**src/rtl/phase2_vec_loader_pkg.sv**
```systemverilog
// Shared definitions for the phase2 vector loader: lane geometry, FSM state
// codes and the frame-length clamp.
package phase2_vec_loader_pkg;

    localparam int DW    = 8;
    localparam int N     = 8;
    localparam int N_bit = 3;

    localparam logic [N_bit:0] LEN_MAX = (N_bit + 1)'(N);
    localparam logic [N_bit:0] LEN_ONE = (N_bit + 1)'(1);

    localparam logic [2:0] ST_IDLE   = 3'd0;
    localparam logic [2:0] ST_LOAD_X = 3'd1;
    localparam logic [2:0] ST_LOAD_H = 3'd2;
    localparam logic [2:0] ST_LOAD_Y = 3'd3;
    localparam logic [2:0] ST_HOLD   = 3'd4;

    // A requested length of 0 or anything beyond N means a full vector.
    function automatic logic [N_bit:0] clamp_len(input logic [N_bit:0] c);
        if ((c == '0) || (c > LEN_MAX)) begin
            return LEN_MAX;
        end
        return c;
    endfunction

endpackage

```
**src/rtl/phase2_vec_loader_if.sv**
```systemverilog
// Byte-in / vector-out bus of the phase2 vector loader.
// master = byte source and vector consumer, slave = the loader itself.
interface phase2_vec_loader_if;
    import phase2_vec_loader_pkg::*;

    logic                in_valid;
    logic                in_ready;
    logic [DW-1:0]       in_data;
    logic                out_valid;
    logic                out_ready;
    logic [DW*N-1:0]     x_col;
    logic [DW*N-1:0]     h;
    logic [DW*N-1:0]     y;
    logic [N_bit:0]      len;

    modport master (
        output in_valid, in_data, out_ready,
        input  in_ready, out_valid, x_col, h, y, len
    );

    modport slave (
        input  in_valid, in_data, out_ready,
        output in_ready, out_valid, x_col, h, y, len
    );

endinterface

```
**src/rtl/phase2_vec_loader_lane_ctr.sv**
```systemverilog
// Lane index counter: clear beats load beats increment; increment wraps to 0
// once the last active lane (len-1) has been reached.
module phase2_vec_loader_lane_ctr
    import phase2_vec_loader_pkg::*;
(
    input  logic           clk,
    input  logic           resetn,
    input  logic           clr,
    input  logic           ld,
    input  logic [N_bit:0] ld_val,
    input  logic           inc,
    input  logic [N_bit:0] len,
    output logic [N_bit:0] cnt,
    output logic           tc
);

    logic [N_bit:0] cnt_q;
    logic [N_bit:0] cnt_d;

    assign tc  = (cnt_q == (len - LEN_ONE));
    assign cnt = cnt_q;

    // Next count: clear, load, or increment with wrap at the terminal lane.
    always_comb begin
        cnt_d = cnt_q;
        if (clr) begin
            cnt_d = '0;
        end else if (ld) begin
            cnt_d = ld_val;
        end else if (inc) begin
            cnt_d = tc ? '0 : (cnt_q + LEN_ONE);
        end
    end

    // Count register.
    always_ff @(posedge clk or negedge resetn) begin
        if (!resetn) begin
            cnt_q <= '0;
        end else begin
            cnt_q <= cnt_d;
        end
    end

endmodule

```
**src/rtl/phase2_vec_loader.sv**
```systemverilog
// Packs a byte frame (len x bytes, len h bytes, len y bytes) into the x_col,
// h and y vectors and holds them with out_valid until the consumer takes them.
module phase2_vec_loader
    import phase2_vec_loader_pkg::*;
(
    input  logic           clk,
    input  logic           resetn,
    input  logic           flush,
    input  logic [N_bit:0] cfg_len,
    phase2_vec_loader_if.slave bus
);

    logic [2:0]      state_q, state_d;
    logic [N_bit:0]  len_q, len_d;
    logic [DW*N-1:0] x_q, x_d;
    logic [DW*N-1:0] h_q, h_d;
    logic [DW*N-1:0] y_q, y_d;
    logic            out_valid_q, out_valid_d;
    logic            in_ready_q, in_ready_d;

    logic            accept;
    logic [N_bit:0]  len_new;
    logic [N_bit:0]  lane_cnt;
    logic            lane_tc;
    logic            ctr_ld;
    logic            ctr_inc;
    logic [N_bit:0]  ctr_ld_val;
    logic [N-1:0]    lane_oh;
    logic [N-1:0]    we_x, we_h, we_y;

    assign accept  = bus.in_valid && in_ready_q;
    assign len_new = clamp_len(cfg_len);

    // A one-lane frame has no further x lanes, so the counter restarts at 0
    // for the h group instead of moving on to lane 1.
    assign ctr_ld     = accept && (state_q == ST_IDLE);
    assign ctr_ld_val = (len_new == LEN_ONE) ? '0 : LEN_ONE;
    assign ctr_inc    = accept && ((state_q == ST_LOAD_X) ||
                                   (state_q == ST_LOAD_H) ||
                                   (state_q == ST_LOAD_Y));

    phase2_vec_loader_lane_ctr u_lane_ctr (
        .clk    (clk),
        .resetn (resetn),
        .clr    (flush),
        .ld     (ctr_ld),
        .ld_val (ctr_ld_val),
        .inc    (ctr_inc),
        .len    (len_q),
        .cnt    (lane_cnt),
        .tc     (lane_tc)
    );

    // One-hot lane decode gated by the vector the current state is filling.
    // The first byte of a frame always lands in x lane 0.
    genvar gi;
    generate
        for (gi = 0; gi < N; gi++) begin : g_lane
            assign lane_oh[gi] = (lane_cnt == (N_bit + 1)'(gi));
            assign we_x[gi] = accept &&
                              (((state_q == ST_LOAD_X) && lane_oh[gi]) ||
                               ((state_q == ST_IDLE) && (gi == 0)));
            assign we_h[gi] = accept && (state_q == ST_LOAD_H) && lane_oh[gi];
            assign we_y[gi] = accept && (state_q == ST_LOAD_Y) && lane_oh[gi];
        end
    endgenerate

    // Next-state logic: flush wins; otherwise start/fill/advance/release.
    always_comb begin
        state_d     = state_q;
        len_d       = len_q;
        x_d         = x_q;
        h_d         = h_q;
        y_d         = y_q;
        out_valid_d = out_valid_q;
        if (flush) begin
            state_d     = ST_IDLE;
            len_d       = '0;
            x_d         = '0;
            h_d         = '0;
            y_d         = '0;
            out_valid_d = 1'b0;
        end else begin
            // New frame wipes the previous vectors so short frames read zero above len.
            if (ctr_ld) begin
                len_d = len_new;
                x_d   = '0;
                h_d   = '0;
                y_d   = '0;
            end
            for (int i = 0; i < N; i++) begin
                if (we_x[i]) x_d[DW*i +: DW] = bus.in_data;
                if (we_h[i]) h_d[DW*i +: DW] = bus.in_data;
                if (we_y[i]) y_d[DW*i +: DW] = bus.in_data;
            end
            case (state_q)
                ST_IDLE: begin
                    if (accept) state_d = (len_new == LEN_ONE) ? ST_LOAD_H : ST_LOAD_X;
                end
                ST_LOAD_X: begin
                    if (accept && lane_tc) state_d = ST_LOAD_H;
                end
                ST_LOAD_H: begin
                    if (accept && lane_tc) state_d = ST_LOAD_Y;
                end
                ST_LOAD_Y: begin
                    if (accept && lane_tc) begin
                        state_d     = ST_HOLD;
                        out_valid_d = 1'b1;
                    end
                end
                ST_HOLD: begin
                    if (bus.out_ready) begin
                        state_d     = ST_IDLE;
                        out_valid_d = 1'b0;
                    end
                end
                default: begin
                    state_d     = ST_IDLE;
                    out_valid_d = 1'b0;
                end
            endcase
        end
        in_ready_d = (state_d != ST_HOLD);
    end

    // State, vector and handshake registers.
    always_ff @(posedge clk or negedge resetn) begin
        if (!resetn) begin
            state_q     <= ST_IDLE;
            len_q       <= '0;
            x_q         <= '0;
            h_q         <= '0;
            y_q         <= '0;
            out_valid_q <= 1'b0;
            in_ready_q  <= 1'b1;
        end else begin
            state_q     <= state_d;
            len_q       <= len_d;
            x_q         <= x_d;
            h_q         <= h_d;
            y_q         <= y_d;
            out_valid_q <= out_valid_d;
            in_ready_q  <= in_ready_d;
        end
    end

    assign bus.in_ready  = in_ready_q;
    assign bus.out_valid = out_valid_q;
    assign bus.x_col     = x_q;
    assign bus.h         = h_q;
    assign bus.y         = y_q;
    assign bus.len       = len_q;

endmodule

```
**src/flat_wrapper.sv**
```systemverilog
// flat-port wrapper written by rule: the top's interface ports become plain ports
module phase2_vec_loader_flat import phase2_vec_loader_pkg::*;
  (clk, resetn, flush, cfg_len, bus_in_valid, bus_in_data, bus_out_ready, bus_in_ready, bus_out_valid, bus_x_col, bus_h, bus_y, bus_len);
  phase2_vec_loader_if bus_i ();
  input  logic clk;
  input  logic resetn;
  input  logic flush;
  input  logic [N_bit:0] cfg_len;
  input wire logic [$bits(bus_i.in_valid)-1:0] bus_in_valid;
  input wire logic [$bits(bus_i.in_data)-1:0] bus_in_data;
  input wire logic [$bits(bus_i.out_ready)-1:0] bus_out_ready;
  output wire logic [$bits(bus_i.in_ready)-1:0] bus_in_ready;
  output wire logic [$bits(bus_i.out_valid)-1:0] bus_out_valid;
  output wire logic [$bits(bus_i.x_col)-1:0] bus_x_col;
  output wire logic [$bits(bus_i.h)-1:0] bus_h;
  output wire logic [$bits(bus_i.y)-1:0] bus_y;
  output wire logic [$bits(bus_i.len)-1:0] bus_len;
  assign bus_i.in_valid = bus_in_valid;
  assign bus_i.in_data = bus_in_data;
  assign bus_i.out_ready = bus_out_ready;
  assign bus_in_ready = bus_i.in_ready;
  assign bus_out_valid = bus_i.out_valid;
  assign bus_x_col = bus_i.x_col;
  assign bus_h = bus_i.h;
  assign bus_y = bus_i.y;
  assign bus_len = bus_i.len;
  phase2_vec_loader u_core (.clk(clk), .resetn(resetn), .flush(flush), .cfg_len(cfg_len), .bus(bus_i));
endmodule
```
**config.mk**
```make
export PLATFORM = sky130hd
export DESIGN_NAME = phase2_vec_loader_flat
export DESIGN_NICKNAME = d
export VERILOG_FILES = /design/src/rtl/phase2_vec_loader_pkg.sv /design/src/rtl/phase2_vec_loader_if.sv /design/src/rtl/phase2_vec_loader_lane_ctr.sv /design/src/rtl/phase2_vec_loader.sv /design/src/flat_wrapper.sv
export SDC_FILE = /design/constraint.sdc
export NUM_CORES = 1
export LEC_CHECK = 0
export BUFFER_PORTS_ARGS = -buffer_cell sky130_fd_sc_hd__buf_2
export CAP_MARGIN = 40
export CORE_UTILIZATION = 45
export DETAILED_ROUTE_END_ITERATION = 8
export GPL_TIMING_DRIVEN = 0
export PLACE_DENSITY_LB_ADDON = 0.1
export RECOVER_POWER = 100
export SYNTH_ARGS = -nofsm -noshare
export SYNTH_HDL_FRONTEND = slang
export SYNTH_HIERARCHICAL = 1
export SYNTH_SLANG_ARGS = --single-unit
```
**constraint.sdc**
```tcl
create_clock -name clk -period 2.5 [get_ports clk]
set_clock_uncertainty 0.05 [all_clocks]
set_input_delay 0.625 -clock clk [delete_from_list [all_inputs] [get_ports clk]]
set_output_delay 0.625 -clock clk [all_outputs]
set_load 0.01 [all_outputs]
```
==> Yosys cells after proc, flatten, opt, wreduce, memory -nomap -nowiden <==
Cells that the tools add are included.
{ "totals": {"reg_bits": 205, "input_bits": 17, "out_inout_bits": 198, "elab_cells": 172} }
{ "classes": {"addsub": 2, "order_cmp": 1, "n_eq_ne": 17, "n_mux": 50, "n_reduce_logical": 73} }
{ "ops": {"columns": ["cell", "n"], "rows": [
  ["$mux W64", 4],
  ["$mux W8", 24],
  ["$reduce_bool A3 Y1", 25],
  ["$logic_and A1 B1 Y1", 38],
  ["$mux W4", 8],
  ["$mux W3", 6],
  ["$eq A4 B3 Y1 const B", 4],
  ["$pmux W3 S5", 1],
  ["$ne A3 B3 Y1 const B", 3],
  ["$eq A4 B1 Y1 const B", 2],
  ["$eq A4 B2 Y1 const B", 2],
  ["$logic_not A4 Y1", 2],
  ["$eq A3 B2 Y1 const B", 2],
  ["$mux W1", 5],
  ["$add A4 B1 Y4 const B", 1],
  ["$eq A4 B4 Y1", 1],
  ["$gt A4 B4 Y1 const B", 1],
  ["$logic_or A1 B1 Y1", 4],
  ["$sub A4 B1 Y4 const B", 1],
  ["$eq A3 B1 Y1 const B", 1],
  ["$eq A3 B3 Y1 const B", 1],
  ["$logic_not A3 Y1", 1],
  ["$pmux W1 S3", 1],
  ["$reduce_and A3 Y1", 1],
  ["other kinds (4)", 4]
]} }

==> Longest topological paths before layout <==
{ "depth": {"word_depth": 10, "ltp_mapped": 8, "ltp_nobuf": 8} }

==> Hierarchy <==
The synthesis kept the hierarchy.
{ "by_module_without_submodules": {"columns": ["module", "n_inst", "cells_each", "area_each_um2", "seq_area_each_um2"], "rows": [
  ["phase2_vec_loader", 1, 866, 9317.7, 5031.1],
  ["phase2_vec_loader_lane_ctr", 1, 36, 329.1, 100.1]
]} }

==> Worst setup path before layout <==
Ideal clock, no wire load.
{ "synth_path": {"path_kind": "reg2reg", "from": "reg u_core.u_lane_ctr.cnt_q[0], in the netlist u_core/u_lane_ctr/cnt[0]", "to": "reg u_core.h_q[1], in the netlist u_core/bus.h[1]", "setup_time_ns": 0.120, "arrival_ns": 1.770, "required_ns": 2.330, "path_slack_ns": 0.560, "stages_incl_launch_ff": 6, "path_buffers": 2, "period_less_slack_ns": 1.940, "cell_sequence": "dfrtp_1 -> or4_1 -> buf_2 -> or3_1 -> buf_2 -> a31o_1"} }
{ "synth_via": {"elab_chain_cells": 4, "elab_cells_between_ends": 5} }
{ "synth_lines": {"columns": ["element", "line", "rtl"], "rows": [
  ["from (decl)", "phase2_vec_loader_lane_ctr.sv:17", "logic [N_bit:0] cnt_q;"],
  ["from (signal assigned)", "phase2_vec_loader_lane_ctr.sv:40", "cnt_q <= cnt_d;"],
  ["$logic_not A4 Y1 (*)", "phase2_vec_loader.sv:59", "assign lane_oh[gi] = (lane_cnt == (N_bit + 1)'(gi));"],
  ["$logic_and A1 B1 Y1 (*)", "phase2_vec_loader.sv:63", "assign we_h[gi] = accept && (state_q == ST_LOAD_H) && lane_oh[gi];"],
  ["$mux W8", "phase2_vec_loader.sv:93", "if (we_h[i]) h_d[DW*i +: DW] = bus.in_data;"],
  ["$mux W64", "phase2_vec_loader.sv:76", "if (flush) begin"],
  ["to (signal assigned)", "phase2_vec_loader.sv:133", "h_q <= '0;"],
  ["to (signal assigned)", "phase2_vec_loader.sv:141", "h_q <= h_d;"],
  ["to (decl)", "phase2_vec_loader.sv:16", "logic [DW*N-1:0] h_q, h_d;"]
]} }
Every way passes the cells marked *; elsewhere a longest branch is shown, timed or not.
A chain may end at the register's enable or synchronous reset.

==> Final worst setup path <==
{ "layout_path": {"from": "reg u_core.in_ready_q, in the netlist u_core/bus.in_ready", "to": "reg u_core.y_q[63], in the netlist u_core/bus.y[63]"} }
{ "layout_via": {"elab_chain_cells": 5, "elab_cells_between_ends": 7} }
{ "layout_lines": {"columns": ["element", "line", "rtl"], "rows": [
  ["from (decl)", "phase2_vec_loader.sv:19", "logic in_ready_q, in_ready_d;"],
  ["from (signal assigned)", "phase2_vec_loader.sv:144", "in_ready_q <= in_ready_d;"],
  ["$logic_and A1 B1 Y1 (*)", "phase2_vec_loader.sv:31", "assign accept = bus.in_valid && in_ready_q;"],
  ["$logic_and A1 B1 Y1 (2 in a row)", "phase2_vec_loader.sv:64", "assign we_y[gi] = accept && (state_q == ST_LOAD_Y) && lane_oh[gi];"],
  ["$mux W8", "phase2_vec_loader.sv:94", "if (we_y[i]) y_d[DW*i +: DW] = bus.in_data;"],
  ["$mux W64", "phase2_vec_loader.sv:76", null],
  ["to (signal assigned)", "phase2_vec_loader.sv:142", "y_q <= y_d;"],
  ["to (decl)", "phase2_vec_loader.sv:17", "logic [DW*N-1:0] y_q, y_d;"]
]} }
Marks and branches as above.

==> results.yml <==
run_status:
  outcome: "finished, violations left"
  violations: "capacitance limit, slew limit"
floorplan:
  core_um2: 21000
  rows: 53
  die_w_um: 148
  start_util_pct: 45.9
  die_height_um: 148
  fp.dieArea_um2: 22000
  boundaryPins: 215
worst_setup_path:
  cp_slowest_cell: "dfstp_2"
  cp_max_fo: 10
  critPathBufInv: 3
  worstSetupEndpointType: "register"
  critPathKind: "register to register"
  cp_data_arrival_time_ns: 2.76
  cp_cell_sequence: "nor4bb_1 -> buf_2 -> a21oi_1 -> clkbuf_1 -> clkbuf_2 -> a31o_2"
  crit_family: "buffers and inverters"
  cp-start-kind: "register"
  cpPeakStageDelay_ns: 0.59
  cp_data_required_time_ns: 2.85
placed_design:
  gp_congestion: 0.877
  port_buffers: 214
  dp.cells: 1395
  hpwl_mm: 22.3
  dpl_cell_area_um2: 11100
timing:
  min_period_over_period_pct: 96.5
  report.final.hold_viol_count: 0
  fmax_mhz: 415
  relSlewSlack_pct: -33.3
  holdWs_ns: 0.366
  worstMarginPinSlew_ns: 2.00
  setup_viol_count_final: 0
  setup_tns_ns: 0
  final-max-slew-violation-count: 86
  rsz0062_at_grt: "false"
  period_minus_slack_ns: 2.41
power_and_ir_drop:
  cellPowerDensity_nw_per_um2: 661
  switching_power_mw: 1.95
  p_sw_share_pct: 25.3
  p_comb_share_pct: 9.1
  p_seq_share_pct: 43.7
  clkPwrFrac_pct: 47.2
  peakVddDrop_mv: 0.545
  internal-power_mw: 5.77
  p_leak_nw: 4.78
yosys:
  ys_top_cells_by_count: "dfrtp_1 (204), nor4_1 (129), a31o_2 (105)"
  synthTopCellsByArea: "dfrtp_1 (53%), a31o_2 (9.5%), nor4_1 (8.4%), o31ai_1 (4.4%), nand4_1 (3.7%)"
  synth_cell_types: 43
  yosysMostFrequentCell: "dfrtp_1"
  synth_top_area_share_pct: 52.9
  yosysWarnings: 6
  synthArstFlopShare_pct: 100
  syn_area_um2: 9650
  ys_seq_elements: 205
  synth_largest_area_cell: "dfrtp_1"
  synthFlopType: "dfrtp_1"
  syn_area_per_cell_um2: 10.7
  synth_edf_count: 0
  postSynthCellCount: 902
  yosysSeqAreaShare_pct: 53.2
grt:
  grt_usage_pct: 29.2
  grt_max_degree: 121
  antenna_found_initial: 0
  grt_pass1_vias: 8476
  overflow: 0
  grt_pass1_wl_mm: 49.2
detailed_routing:
  ant_nets: 0
  dr.pass1.iters: 5
  num_vias: 8770
  vias_per_cell: 6.09
  wirelength_mm: 32.3
  routedWlPerCell_um: 22.5
  drtIter0Drc: 659
  drc_errors: 0
final_layout:
  fillerInstances: 2014
  fin_cells: 1439
  diodes: 0
  stdcell_area_um2: 11700
  area_delta_synth_final_pct: 21.1
  fin_nets: 1167
  final_util_pct: 55.6
  drive_above_1_share_pct: 18.4
cts:
  postCtsHoldBufs: 0
  cts_tree: "done"
  ctsHtreeMaxLevel: 1
  path_clk_slew_ns: 0.06
  cts_root_buf: "clkbuf_16"
  cts_buffers: 23
  clock_latency_ns: 0.50
  clkSinkCount: 205
  clock_path_buffers: 3
hold_path:
  hold_class: "input pin to register"
run:
  maxCapViolCount: 1
-- worst paths after layout --
kind | end | slack [ns] | from | depth (start not counted)
worst max-delay path | u_core/bus.y[63] | 0.09 | u_core/bus.in_ready | 6
min in group asynchronous | u_core/bus.x_col[59] | 0.63 | resetn | 1
max in group asynchronous | u_core/bus.h[45] | 0.37 | resetn | 2
worst max register to register | u_core/bus.y[63] | 0.09 | u_core/bus.in_ready | 6
worst min-delay path | u_core/bus.len[1] | 0.37 | cfg_len[1] | 3
worst min register to register | u_core/bus.y[1] | 0.45 | u_core/bus.y[1] | 1
-- what timing repair did --
item	CTS	global route
hold endpoints to repair	0	0
setup endpoints to repair	4	45
resized for setup	1	4
buffers inserted	0	3
-- final cells by class --
cell class / count / area [µm²] / area share (%)
flip-flops and latches: 205 / 5130 / 43.9
well taps: 275 / 344 / 2.95
clock buffers: 30 / 622 / 5.32
repair buffers: 219 / 880 / 7.53
multi-input cells: 518 / 3790 / 32.5
plain buffers: 119 / 494 / 4.23
inverters: 62 / 233 / 1.99
clock inverters: 11 / 184 / 1.57
-- power by group through the flow --
stage,sequential [mW],clock [mW],combinational [mW]
after floorplan,3.43,0,0.393
after global placement,3.43,0,0.679
after detailed placement,3.43,0,0.691
after CTS,3.37,3.68,0.694
after global routing,3.37,3.83,0.757
final,3.37,3.64,0.703
-- metal layers --
metal	routed length, µm	vias up	global-route usage [%]
met2	15000	379	46.4
li1	-	3970	-
met4	881	0	9.54
met3	2540	50	5.34
met1	14000	4371	40.3
met5	0	-	0
-- cells by family (layout without fill, tap and decap cells) --
group / Yosys count / in the layout / synth area share (%)
and+or+nand+nor: 277 / 277 / 19.2
AOI/OAI and AO/OA: 219 / 219 / 18.1
DFF: 205 / 205 / 53.2
buffers and inverters: 181 / 441 / 7.56
muxes: 9 / 9 / 0.934
xor gates and xnor gates: 8 / 8 / 0.726
adders and majority gates: 2 / 2 / 0.259
other: 1 / 3 / 0.0389
-- through the flow --
| stage | setup WS (ns) | power (mW) |
|---|---|---|
| floorplan | 0.560 | 3.82 |
| global placement | -2.84 | 4.11 |
| detailed placement | -0.318 | 4.12 |
| CTS | 0.112 | 7.74 |
| global route | 0.00492 | 7.96 |
| finish | 0.0886 | 7.72 |
-- placed cells by master (no fill, tap or decap), types with 6 or more instances in the layout --
cell type / n
clkbuf_2: 21
nand4_1: 57
o31ai_1: 56
mux2i_1: 9
nor4_1: 129
o21ai_0: 13
nand2b_1: 9
clkbuf_1: 277
nand3_1: 16
a31o_2: 105
dfrtp_1: 204
nor2b_1: 17
buf_1: 6
clkbuf_16: 23
a31o_1: 23
nor3_2: 7
buf_2: 35
a21oi_1: 12
inv_1: 62
-- sequential cells by signal (all words and copies together) (netlist names) --
name                   count
u_core/bus.h              64
u_core/bus.in_ready        1
u_core/bus.len             4
u_core/bus.out_valid       1
u_core/bus.x_col          64
u_core/bus.y              64
u_core/state_q             3
u_core/u_lane_ctr/cnt      4
-- worst register-to-register path: cells and delay by family, from the launching register on --
kind / cells / cell delay, ns
and+or+nand+nor: 1 / 0.26
buffers and inverters: 3 / 0.96
AOI/OAI and AO/OA: 2 / 0.44
DFF: 1 / 0.59
Power figures use the tool's default switching activity.
